[src/rtl/merger_pkg.sv]
// Shared types and helpers for the FIFO round-robin merger.
//   merger_state_t : packet-lock state (IDLE / LOCKED)
//   src_width()    : index width for n inputs, never below 1
//   rr_next()      : first requesting index at or after ptr, wrapping at n
package merger_pkg;

   localparam int unsigned MAX_INPUTS = 16;

   typedef enum logic {
      IDLE   = 1'b0,
      LOCKED = 1'b1
   } merger_state_t;

   function automatic int unsigned src_width(input int unsigned n);
      return (n <= 1) ? 1 : $clog2(n);
   endfunction

   // Returns 0 when no request is set; callers qualify with |req.
   function automatic logic [3:0] rr_next(input int unsigned n, input logic [3:0] ptr,
                                          input logic [MAX_INPUTS-1:0] req);
      logic [4:0] idx;
      logic       found;
      logic [3:0] gnt;
      idx   = '0;
      found = 1'b0;
      gnt   = '0;
      for (int unsigned k = 0; k < MAX_INPUTS; k++) begin
         if (k < n) begin
            // ptr < n and k < n, so a single subtraction wraps the sum.
            idx = {1'b0, ptr} + 5'(k);
            if (idx >= 5'(n)) idx = idx - 5'(n);
            if (!found && req[idx[3:0]]) begin
               found = 1'b1;
               gnt   = idx[3:0];
            end
         end
      end
      return gnt;
   endfunction

endpackage

[src/rtl/rr_arbiter.sv]
// Round-robin arbiter: combinational priority search starting at the
// registered pointer, plus the pointer update.
//   clk_i, rst_ni : clock, synchronous active-low reset
//   req_i         : per-index request
//   advance_i     : on a grant, move the pointer just past the granted index
//   gnt_valid_o   : some request was granted
//   gnt_idx_o     : granted index
//   gnt_o         : one-hot grant
module rr_arbiter import merger_pkg::*; #(
   parameter int unsigned NumReq = 4,
   parameter int unsigned IdxW   = src_width(NumReq)
) (
   input  logic              clk_i,
   input  logic              rst_ni,
   input  logic [NumReq-1:0] req_i,
   input  logic              advance_i,
   output logic              gnt_valid_o,
   output logic [IdxW-1:0]   gnt_idx_o,
   output logic [NumReq-1:0] gnt_o
);

   logic [IdxW-1:0]       ptr_q, ptr_d;
   logic [MAX_INPUTS-1:0] req_ext;
   logic [3:0]            gnt_raw;

   always_comb begin
      req_ext               = '0;
      req_ext[NumReq-1:0]   = req_i;
      gnt_raw               = rr_next(NumReq, 4'(ptr_q), req_ext);
      gnt_valid_o           = |req_i;
      gnt_idx_o             = IdxW'(gnt_raw);
      gnt_o                 = gnt_valid_o ? (NumReq'(1) << gnt_idx_o) : '0;

      ptr_d = ptr_q;
      if (gnt_valid_o && advance_i) begin
         ptr_d = (gnt_idx_o == IdxW'(NumReq - 1)) ? '0 : gnt_idx_o + 1'b1;
      end
   end

   always_ff @(posedge clk_i) begin
      if (!rst_ni) ptr_q <= '0;
      else         ptr_q <= ptr_d;
   end

endmodule

[src/rtl/fifo_rr_merger.sv]
// Merges N_INPUTS FWFT FIFO read ports into one FIFO write port with fair
// round-robin arbitration; optional packet mode holds the grant until EOP.
//   clock, reset_n   : clock, synchronous active-low reset
//   in_data/in_empty : head word and empty flag of each input FIFO
//   in_read_enable   : pops the granted input (combinational, at most one hot)
//   out_data/out_source/out_write_enable : registered write, one cycle after the pop
//   out_almost_full  : output buffer has at most one free slot
//   word_count       : per-input pop counters (wrapping)
//   locked           : packet lock active
module fifo_rr_merger import merger_pkg::*; #(
   parameter int unsigned DATA_WIDTH  = 256,
   parameter int unsigned N_INPUTS    = 4,
   parameter int unsigned PACKET_MODE = 0,
   parameter int unsigned EOP_BIT     = 255,
   parameter int unsigned CNT_WIDTH   = 32,
   parameter int unsigned SRC_WIDTH   = src_width(N_INPUTS)
) (
   input  logic                  clock,
   input  logic                  reset_n,
   input  logic [DATA_WIDTH-1:0] in_data [N_INPUTS],
   input  logic [N_INPUTS-1:0]   in_empty,
   output logic [N_INPUTS-1:0]   in_read_enable,
   output logic [DATA_WIDTH-1:0] out_data,
   output logic [SRC_WIDTH-1:0]  out_source,
   output logic                  out_write_enable,
   input  logic                  out_almost_full,
   output logic [CNT_WIDTH-1:0]  word_count [N_INPUTS],
   output logic                  locked
);

   merger_state_t         state_q, state_d;
   logic [SRC_WIDTH-1:0]  lock_idx_q, lock_idx_d;
   logic [N_INPUTS-1:0]   req, gnt;
   logic                  gnt_valid, gnt_eop, advance;
   logic [SRC_WIDTH-1:0]  gnt_idx;
   logic [DATA_WIDTH-1:0] gnt_data;
   logic [DATA_WIDTH-1:0] out_data_q, out_data_d;
   logic [SRC_WIDTH-1:0]  out_source_q, out_source_d;
   logic                  out_we_q, out_we_d;
   logic [CNT_WIDTH-1:0]  cnt_q [N_INPUTS];
   logic [CNT_WIDTH-1:0]  cnt_d [N_INPUTS];

   // Almost-full is used in the same cycle; its one-slot margin covers the
   // word already in the output register.
   always_comb begin
      for (int i = 0; i < N_INPUTS; i++) begin
         req[i] = reset_n && !in_empty[i] && !out_almost_full &&
                  (state_q == IDLE || lock_idx_q == SRC_WIDTH'(i));
      end
   end

   always_comb begin
      gnt_data = in_data[gnt_idx];
      gnt_eop  = (PACKET_MODE != 0) && gnt_data[EOP_BIT];
      // While a packet is open the pointer stays put; it moves on EOP only.
      advance  = (PACKET_MODE == 0) || gnt_eop;
   end

   rr_arbiter #(
      .NumReq (N_INPUTS),
      .IdxW   (SRC_WIDTH)
   ) u_rr_arbiter (
      .clk_i       (clock),
      .rst_ni      (reset_n),
      .req_i       (req),
      .advance_i   (advance),
      .gnt_valid_o (gnt_valid),
      .gnt_idx_o   (gnt_idx),
      .gnt_o       (gnt)
   );

   always_comb begin
      state_d    = state_q;
      lock_idx_d = lock_idx_q;
      if ((PACKET_MODE != 0) && gnt_valid) begin
         if (gnt_eop) begin
            state_d = IDLE;
         end else begin
            state_d    = LOCKED;
            lock_idx_d = gnt_idx;
         end
      end

      out_we_d     = gnt_valid;
      out_data_d   = gnt_valid ? gnt_data : out_data_q;
      out_source_d = gnt_valid ? gnt_idx : out_source_q;

      for (int i = 0; i < N_INPUTS; i++) begin
         cnt_d[i] = cnt_q[i] + CNT_WIDTH'(gnt[i]);
      end
   end

   always_ff @(posedge clock) begin
      if (!reset_n) begin
         state_q      <= IDLE;
         lock_idx_q   <= '0;
         out_we_q     <= 1'b0;
         out_data_q   <= '0;
         out_source_q <= '0;
         for (int i = 0; i < N_INPUTS; i++) cnt_q[i] <= '0;
      end else begin
         state_q      <= state_d;
         lock_idx_q   <= lock_idx_d;
         out_we_q     <= out_we_d;
         out_data_q   <= out_data_d;
         out_source_q <= out_source_d;
         for (int i = 0; i < N_INPUTS; i++) cnt_q[i] <= cnt_d[i];
      end
   end

   always_comb begin
      in_read_enable   = gnt;
      out_write_enable = out_we_q;
      out_data         = out_data_q;
      out_source       = out_source_q;
      locked           = (state_q == LOCKED);
      for (int i = 0; i < N_INPUTS; i++) word_count[i] = cnt_q[i];
   end

endmodule

[config.mk]
export PLATFORM = sky130hd
export DESIGN_NAME = fifo_rr_merger
export DESIGN_NICKNAME = d
export VERILOG_FILES = /design/src/rtl/merger_pkg.sv /design/src/rtl/rr_arbiter.sv /design/src/rtl/fifo_rr_merger.sv
export SDC_FILE = /design/constraint.sdc
export NUM_CORES = 1
export LEC_CHECK = 0
export ABC_AREA = 1
export CAP_MARGIN = 10
export CORE_AREA = 4 4 556 558
export CTS_BUF_LIST = sky130_fd_sc_hd__clkbuf_16
export DETAILED_ROUTE_END_ITERATION = 16
export DIE_AREA = 0 0 560 562
export GPL_ROUTABILITY_DRIVEN = 0
export SETUP_SLACK_MARGIN = 0.02
export SLEW_MARGIN = 20
export SYNTH_ARGS = -nofsm -noshare
export SYNTH_HDL_FRONTEND = slang
export SYNTH_HIERARCHICAL = 1
export SYNTH_SLANG_ARGS = --single-unit
export TNS_END_PERCENT = 50
[constraint.sdc]
create_clock -name clock -period 3.3 [get_ports clock]
set_input_delay 0.33 -clock clock [delete_from_list [all_inputs] [get_ports clock]]
set_output_delay 0.33 -clock clock [all_outputs]
set_load 0.05 [all_outputs]
==> key figures, run 1 <==
STA
  • Period utilization: 0.964
  • Actual slew at the worst max-slew pin: 1.09 ns
  • Final min period: ~3.2 ns
  • Highest clock rate: between 300 and 400 MHz
  • RSZ-0062 raised after global routing: yes
  • Final setup viols: 0
  • Worst Skew: about 0.046 ns
  • Relative slew margins: 0.272
  • Max-slew violation count: 0
  • Worst hold slack: about 0.3 ns
  • Final Hold Fails: 0

Synth
  • Distinct cells, synth: 33
  • Post-synth top area cell: dfxtp_1
  • Post-synth EDFFs: 0
  • Mapped cell area: about 24000 um^2
  • Synth top area share: 0.321
  • Register area share after synthesis: 0.321
  • Count leader, synth: nor2_1
  • Synth Warn #: 6
  • Avg Cell Area, Syn: 5.78 um^2
  • Synth Register Bits: about 400
  • Main area contributors after synthesis: dfxtp_1 (32%), nor2_1 (25%), o21ai_0 (13%)
  • Synth top cells by count: nor2_1 (1584), o21ai_0 (630), o21ai_1 (416)
  • Main synth FF type: dfxtp_1
  • Post-synthesis cell count: between 4000 and 5000
  • Mapped Nets: about 5200
  • Ys async rst share: 0

Worst hold path
  • Hold WC Path Type: primary input to flip-flop
  • Hold Path Origin: reset_n

Setup path
  • Critical Path Sink Type: flip-flop
  • Max FO, Critical Path: 27
  • Crit path DAT: between 3 and 4 ns
  • Worst Path Class, Setup: flip-flop to flip-flop
  • CP max stage cell: o21ai_1
  • Origin of the critical flop-to-flop path: u_rr_arbiter/ptr_q[1]
  • Crit path launch: u_rr_arbiter/ptr_q[1]
  • CP peak stage delay: 0.71 ns
  • Cells along the critical path: inv_1, ha_4, inv_4, nand3_4, nand2_2, nor2_4, buf_4, nand3_2, nand3_4, nand2_8, buf_4, buf_12, buf_4, o21ai_1, o21ai_1, o21ai_1, inv_1
  • Worst setup SP type: flip-flop
  • Critical Path RT: between 3 and 4 ns

Routing
  • Antenna Nets Post-Route: 0
  • Routed WL: between 200000 and 300000 um
  • Vias: about 35000
  • Vias/cell: roughly 3.6
  • Detailed Routing Iterations Pass 1: 6
  • Drt initial violations: around 3100
  • Wirelength per Cell: 28.0 um
  • DRC: 0

Clock tree
  • Clk_lat worst skew: 0.71 ns
  • # hold bufs at CTS: 0
  • Clock slew at the register clock pins of the worst setup and hold paths: 0.06 ns
  • Clk buf depth: 3
  • CTS root buf: clkbuf_16
  • Clock tree from TritonCTS: built
  • Total CTS buffers: 57
  • H-tree depth: 2
  • CTS Sinks: around 400

Pwr
  • Sequential share of power: 0.216
  • PwrDens: 544 nW/um^2
  • Sw Share: 0.469
  • Comb power frac: 0.542
  • Power share of the clock group: 0.241
  • Leakage power: 18.3 nW
  • Cell internal pwr: 13.6 mW
  • Tot Pwr: 25.6 mW
  • P_sw: between 10 and 15 mW
  • Peak VDD IR: roughly 380 uV

Floorplan
  • Die H: roughly 560 um
  • Initial Util: 0.0796
  • Core footprint: approximately 300000 um^2
  • Chip Width: between 500 and 600 um
  • # rows: approximately 200
  • Die area: around 310000 um^2
  • I/O pins: between 1000 and 1500

Global route
  • Global-route wire length before repair: ~340000 um
  • Vias in the first global route: around 32000
  • Largest net degree at the start of global routing: ~140
  • GRT Residual Overflow: 0
  • Tot GR Track Use: 0.166
  • Initial antenna violation count: around 260

Placement
  • Post-DP Area: 44900 um^2
  • Dpl hpwl: between 200000 and 250000 um
  • Port bufs: about 1400

Cells and area
  • Fin area: ~47000 um^2
  • NumNets Final: ~6700
  • Area Overhead vs Synth: 93.9%
  • Layout cell share with drive strength beyond 1: 0.0881

Status
  • Status: finished clean

Flow run
  • Max cap viols: 0
==> state kept, by name (all words and copies together) (netlist names) <==
signal              cells
cnt_q                 128
out_data              256
u_rr_arbiter/ptr_q      2
out_write_enable        1
out_source              2
==> area by class of cell <==
type	instances	area, um^2
Timing Repair Buffer	1682	16600
Antenna cell	69	173
Multi-Input combinational cell	3190	14300
Sequential cell	389	7790
Clock buffer	57	1430
Tap cell	3997	5000
Clock inverter	47	375
Inverter	346	1340
Fill cell	35200	258000
==> routing by layer <==
metal / GRT usage / routed length [um] / up-vias
li1: - / - / 16400
met1: 0.197 / 109000 / 15900
met2: 0.238 / 110000 / 2015
met3: 0.105 / 41800 / 566
met4: 0.0632 / 11500 / 158
met5: 0 / 1030 / -
==> power by group through the flow <==
| stage | sequential (mW) | combinational [mW] | clock, mW |
|---|---|---|---|
| 2_1_floorplan | 7.37 | 4.72 | 0 |
| 3_3_place_gp | 5.60 | 14.0 | 0 |
| 3_5_place_dp | 5.63 | 14.0 | 0 |
| 4_1_cts | 5.53 | 14.1 | 6.47 |
| 5_1_grt | 5.59 | 15.0 | 6.60 |
| 6_report | 5.53 | 13.9 | 6.17 |
==> placed cells by master (no fill, tap or decap), drive strengths merged, types with 3 or more instances in the layout <==
cell type / synthesis / final
nand3: 71 / 71
nand2: 329 / 329
o21ai: 1046 / 1046
a21oi: 81 / 81
and3: 4 / 4
nor3: 4 / 4
buf: 103 / 308
bufinv: 0 / 4
and2: 13 / 13
or2: 8 / 8
o21a: 5 / 5
diode: 0 / 69
inv: 346 / 350
nor2: 1586 / 1586
nand3b: 3 / 3
xor2: 11 / 11
dfxtp: 389 / 389
ha: 20 / 20
clkbuf: 168 / 57
clkdlybuf4s50: 0 / 1374
clkinvlp: 0 / 10
clkinv: 0 / 29
==> worst paths after layout <==
check | depth (start not counted) | end | slack, ns
max reg2reg | 17 | out_data[141] | 0.12
max | 17 | out_data[141] | 0.12
min reg2reg | 1 | cnt_q[1][3] | 0.50
min | 4 | cnt_q[3][0] | 0.30
==> metrics by stage <==
step | instances | setup WS, ns | utilization | TNS (ns)
2_1_floorplan | 4196 | -0.130 | - | -2.22
3_3_place_gp | 9599 | -0.586 | 0.147 | -60.46
3_5_place_dp | 9599 | -0.533 | 0.147 | -57.98
4_1_cts | 9705 | 0.00881 | 0.153 | 0
5_1_grt | 9761 | -0.0104 | 0.154 | -0.0236
6_report | 9777 | 0.120 | 0.154 | 0
==> logic make-up (layout without fill, tap and decap cells) <==
group | Yosys count | after routing | share of synthesized area
AO/OA/AOI/OAI | 1136 | 1136 | 0.236
XOR/XNOR | 13 | 13 | 0.00470
flip-flops | 389 | 389 | 0.321
other | 2 | 71 | 0.000310
buffers and inverters | 617 | 2132 | 0.106
AND/OR/NAND/NOR | 2019 | 2019 | 0.321
adder cells (fa/ha/maj) | 20 | 20 | 0.0103
==> repair_timing <==
| action | CTS | global route |
|---|---|---|
| endpoints found under the setup margin | 7 | 49 |
| gates cloned | 0 | 0 |
| resized for setup | 6 | 30 |
| pin swaps | 6 | 15 |
| setup buffers | 2 | 4 |
==> worst max-delay path: cells and delay by family (launching register included) <==
kind / cells / cell delay, ns
flip-flops: 1 / 0.32
buffers and inverters: 7 / 0.92
adder cells (fa/ha/maj): 1 / 0.31
AO/OA/AOI/OAI: 3 / 0.96
AND/OR/NAND/NOR: 6 / 0.50
(Power assumes the default switching activity.)
==> run 2: changes to the inputs <==
--- a/config.mk
+++ b/config.mk
@@ -6,12 +6,12 @@
 export NUM_CORES = 1
 export LEC_CHECK = 0
 export ABC_AREA = 1
-export CAP_MARGIN = 10
 export CORE_AREA = 4 4 556 558
 export CTS_BUF_LIST = sky130_fd_sc_hd__clkbuf_16
 export DETAILED_ROUTE_END_ITERATION = 16
 export DIE_AREA = 0 0 560 562
 export GPL_ROUTABILITY_DRIVEN = 0
+export HOLD_SLACK_MARGIN = 0.12
 export SETUP_SLACK_MARGIN = 0.02
 export SLEW_MARGIN = 20
 export SYNTH_ARGS = -nofsm -noshare
==> results of run 2 <==
No change in the layout: final DEF, timing and power equal those of run 1.
==> run 3: changes to the inputs <==
--- a/config.mk
+++ b/config.mk
@@ -18,4 +18,4 @@
 export SYNTH_HDL_FRONTEND = slang
 export SYNTH_HIERARCHICAL = 1
 export SYNTH_SLANG_ARGS = --single-unit
-export TNS_END_PERCENT = 50
+export TNS_END_PERCENT = 5
==> key figures, run 3 (synthesis results as in run 1) <==
STA
  • Final min period: 3.11 ns (was 3.18 ns)
  • Actual slew at the worst max-slew pin: 1.03 ns (was 1.09 ns)
  • Final Hold Fails: 0 (unchanged)
  • Relative slew margins: 0.312 (was 0.272)
  • Worst Skew: 0.0361 ns (was 0.0465 ns)
  • Final worst setup slack: 0.193 ns (was 0.120 ns)
  • Max-slew violation count: 0 (unchanged)
  • Setup TNS: 0 ns (unchanged)
  • Period utilization: 0.941 (was 0.964)
  • Worst hold slack: 0.273 ns (was 0.295 ns)
  • Highest clock rate: 322 MHz (was 314 MHz)
  • Final setup viols: 0 (unchanged)

Routing
  • DRC: 0 (unchanged)
  • WL met3: 40100 um (was 41800 um)
  • Vias: 34800 (was 35000)
  • M1 wire length: 106000 um (was 109000 um)
  • Detailed Routing Iterations Pass 1: 8 (was 6)
  • Wirelength per Cell: 27.5 um (was 28.0 um)
  • Drt initial violations: 3184 (was 3136)
  • Vias/cell: 3.56 (was 3.58)
  • Met2 routed WL: 111000 um (was 110000 um)
  • Routed WL: 268000 um (was 274000 um)
  • Uppermost layer routed: met5 (unchanged)
  • Antenna Nets Post-Route: 0 (unchanged)

Floorplan
  • Initial Util: 0.0796 (unchanged)
  • Die area: 315000 um^2 (unchanged)
  • Chip Width: 560 um (unchanged)
  • Core footprint: 305000 um^2 (unchanged)
  • Die H: 562 um (unchanged)
  • # rows: 203 (unchanged)
  • I/O pins: 1423 (unchanged)

Setup path
  • Critical Path Sink Type: primary output (was flip-flop)
  • Crit path DAT: 2.78 ns (was 3.77 ns)
  • Crit path launch: u_rr_arbiter/ptr_q[0] (was u_rr_arbiter/ptr_q[1])
  • Reg2reg setup slack: 0.22 ns (was 0.12 ns)
  • Worst setup SP type: flip-flop (unchanged)
  • Cells along the critical path: inv_2, ha_4, inv_4, nand3_4, nand2_2, nor2_4, nand2_2, nand2_1, nand3_2, nand2_8, ha_1, inv_1, nor2_4, buf_6, buf_12 (was inv_1, ha_4, inv_4, nand3_4, nand2_2, nor2_4, buf_4, nand3_2, nand3_4, nand2_8, buf_4, buf_12, buf_4, o21ai_1, o21ai_1, o21ai_1, inv_1)
  • Cell family with the largest share of critical-path delay: simple AND/OR/NAND/NOR gates (was compound AO/OA/AOI/OAI gates)
  • Origin of the critical flop-to-flop path: u_rr_arbiter/ptr_q[0] (was u_rr_arbiter/ptr_q[1])
  • CP max stage cell: dfxtp_2 (was o21ai_1)
  • Worst Path Class, Setup: flip-flop to primary output (was flip-flop to flip-flop)
  • Max FO, Critical Path: 7 (was 27)
  • CP peak stage delay: 0.34 ns (was 0.71 ns)
  • Bufs and invs on worst path: 5 (was 7)
  • Critical Path RT: 2.97 ns (was 3.89 ns)

Cells and area
  • Commonest non-fill, non-tap cell in the layout: nor2_1 (unchanged)
  • Commonest non-fill, non-tap cells in the layout: nor2_1 (1550), clkdlybuf4s50_1 (1367), o21ai_0 (628) (was nor2_1 (1539), clkdlybuf4s50_1 (1374), o21ai_0 (625))
  • Final Non-Filler Cells: 9768 (was 9777)
  • Max FFs per register: 256 (unchanged)
  • Layout cell share with drive strength beyond 1: 0.0865 (was 0.0881)
  • NumNets Final: 6723 (was 6717)
  • Fin area: 47000 um^2 (about the same)
  • Area Overhead vs Synth: 94.1% (was 93.9%)
  • Layout Utilization: 0.154 (about the same)

Placement
  • Cell Count Post-Placement: 9609 (was 9599)
  • Dpl hpwl: 239000 um (was 243000 um)
  • DP Worst Slack: -0.430 ns (was -0.533 ns)
  • Port bufs: 1421 (unchanged)
  • Post-DP Area: 45000 um^2 (was 44900 um^2)

Clock tree
  • CTS root buf: clkbuf_16 (unchanged)
  • Clock tree from TritonCTS: built (unchanged)
  • Total CTS buffers: 53 (was 57)
  • H-tree depth: 2 (unchanged)
  • CTS Sinks: 389 (unchanged)
  • Clk_lat worst skew: 0.70 ns (was 0.71 ns)
  • Clk buf depth: 3 (unchanged)
  • Clock slew at the register clock pins of the worst setup and hold paths: 0.06 ns (about the same)

Worst hold path
  • Hold Path Origin: reset_n (unchanged)
  • Hold WC Path Type: primary input to flip-flop (unchanged)

Global route
  • Vias in the first global route: 32100 (was 32000)
  • Tot GR Track Use: 0.162 (was 0.166)
  • Largest net degree at the start of global routing: 118 (was 138)
  • Global-route wire length before repair: 335000 um (was 342000 um)
  • Initial antenna violation count: 244 (was 264)
  • GRT Residual Overflow: 0 (unchanged)

Pwr
  • Peak VDD IR: 344 uV (was 380 uV)
  • PwrDens: 546 nW/um^2 (was 544 nW/um^2)
  • Tot Pwr: 25.7 mW (was 25.6 mW)
  • Leakage power: 18.4 nW (was 18.3 nW)

Status
  • Status: finished clean (unchanged)

Flow run
  • Max cap viols: 0 (unchanged)
-- run 3: cell count changes in the layout (fill, tap and decap cells not counted), sizes merged --
cell and delta:
buf +17, bufinv +2, inv +12, clkbuf -4, diode -11, clkinv -13
clkinvlp -5, clkdlybuf4s50 -7
-- run 3: final cells by class --
type,count,area (um^2)
clock buffers,53,1330
fillers,35100,257000
multi-input cells,3190,14300
flip-flops and latches,389,7790
well taps,3997,5000
clock inverters,43,400
diodes,58,145
repair buffers,1692,16800
inverters,346,1330
-- run 3: report_power, final --
part,switching [mW],total [mW],internal (mW)
Sequential,0.302,5.53,5.23
Clock,2.55,5.94,3.38
Combinational,9.19,14.2,5.05
Total,12.0,25.7,13.7
-- run 3: final timing paths --
| check | endpoint | depth (start not counted) |
|---|---|---|
| setup / recovery | in_read_enable[3] | 15 |
| hold / removal | cnt_q[1][16] | 4 |
| setup reg to reg | out_data[109] | 19 |
| hold reg to reg | cnt_q[1][3] | 1 |
-- run 3: what timing repair did --
action	CTS	global route
hold endpoints to repair	0	0
gates resized for setup	5	31
endpoints found under the setup margin	22	49
hold buffers	0	0
pin swaps	4	14
buffers inserted	2	4
-- run 3: worst reg2reg max path: cells and delay by family, from the launching register on --
family / cells / cell delay [ns]
fa+ha+maj: 1 / 0.29
compound gates: 3 / 0.64
flops: 1 / 0.34
simple gates: 7 / 0.61
buf+inv: 8 / 1.08
-- run 3: per-layer routing --
metal,vias up,GRT usage
met2,2017,0.243
met1,15700,0.190
met4,130,0.0510
met3,529,0.100
met5,-,0
li1,16400,-
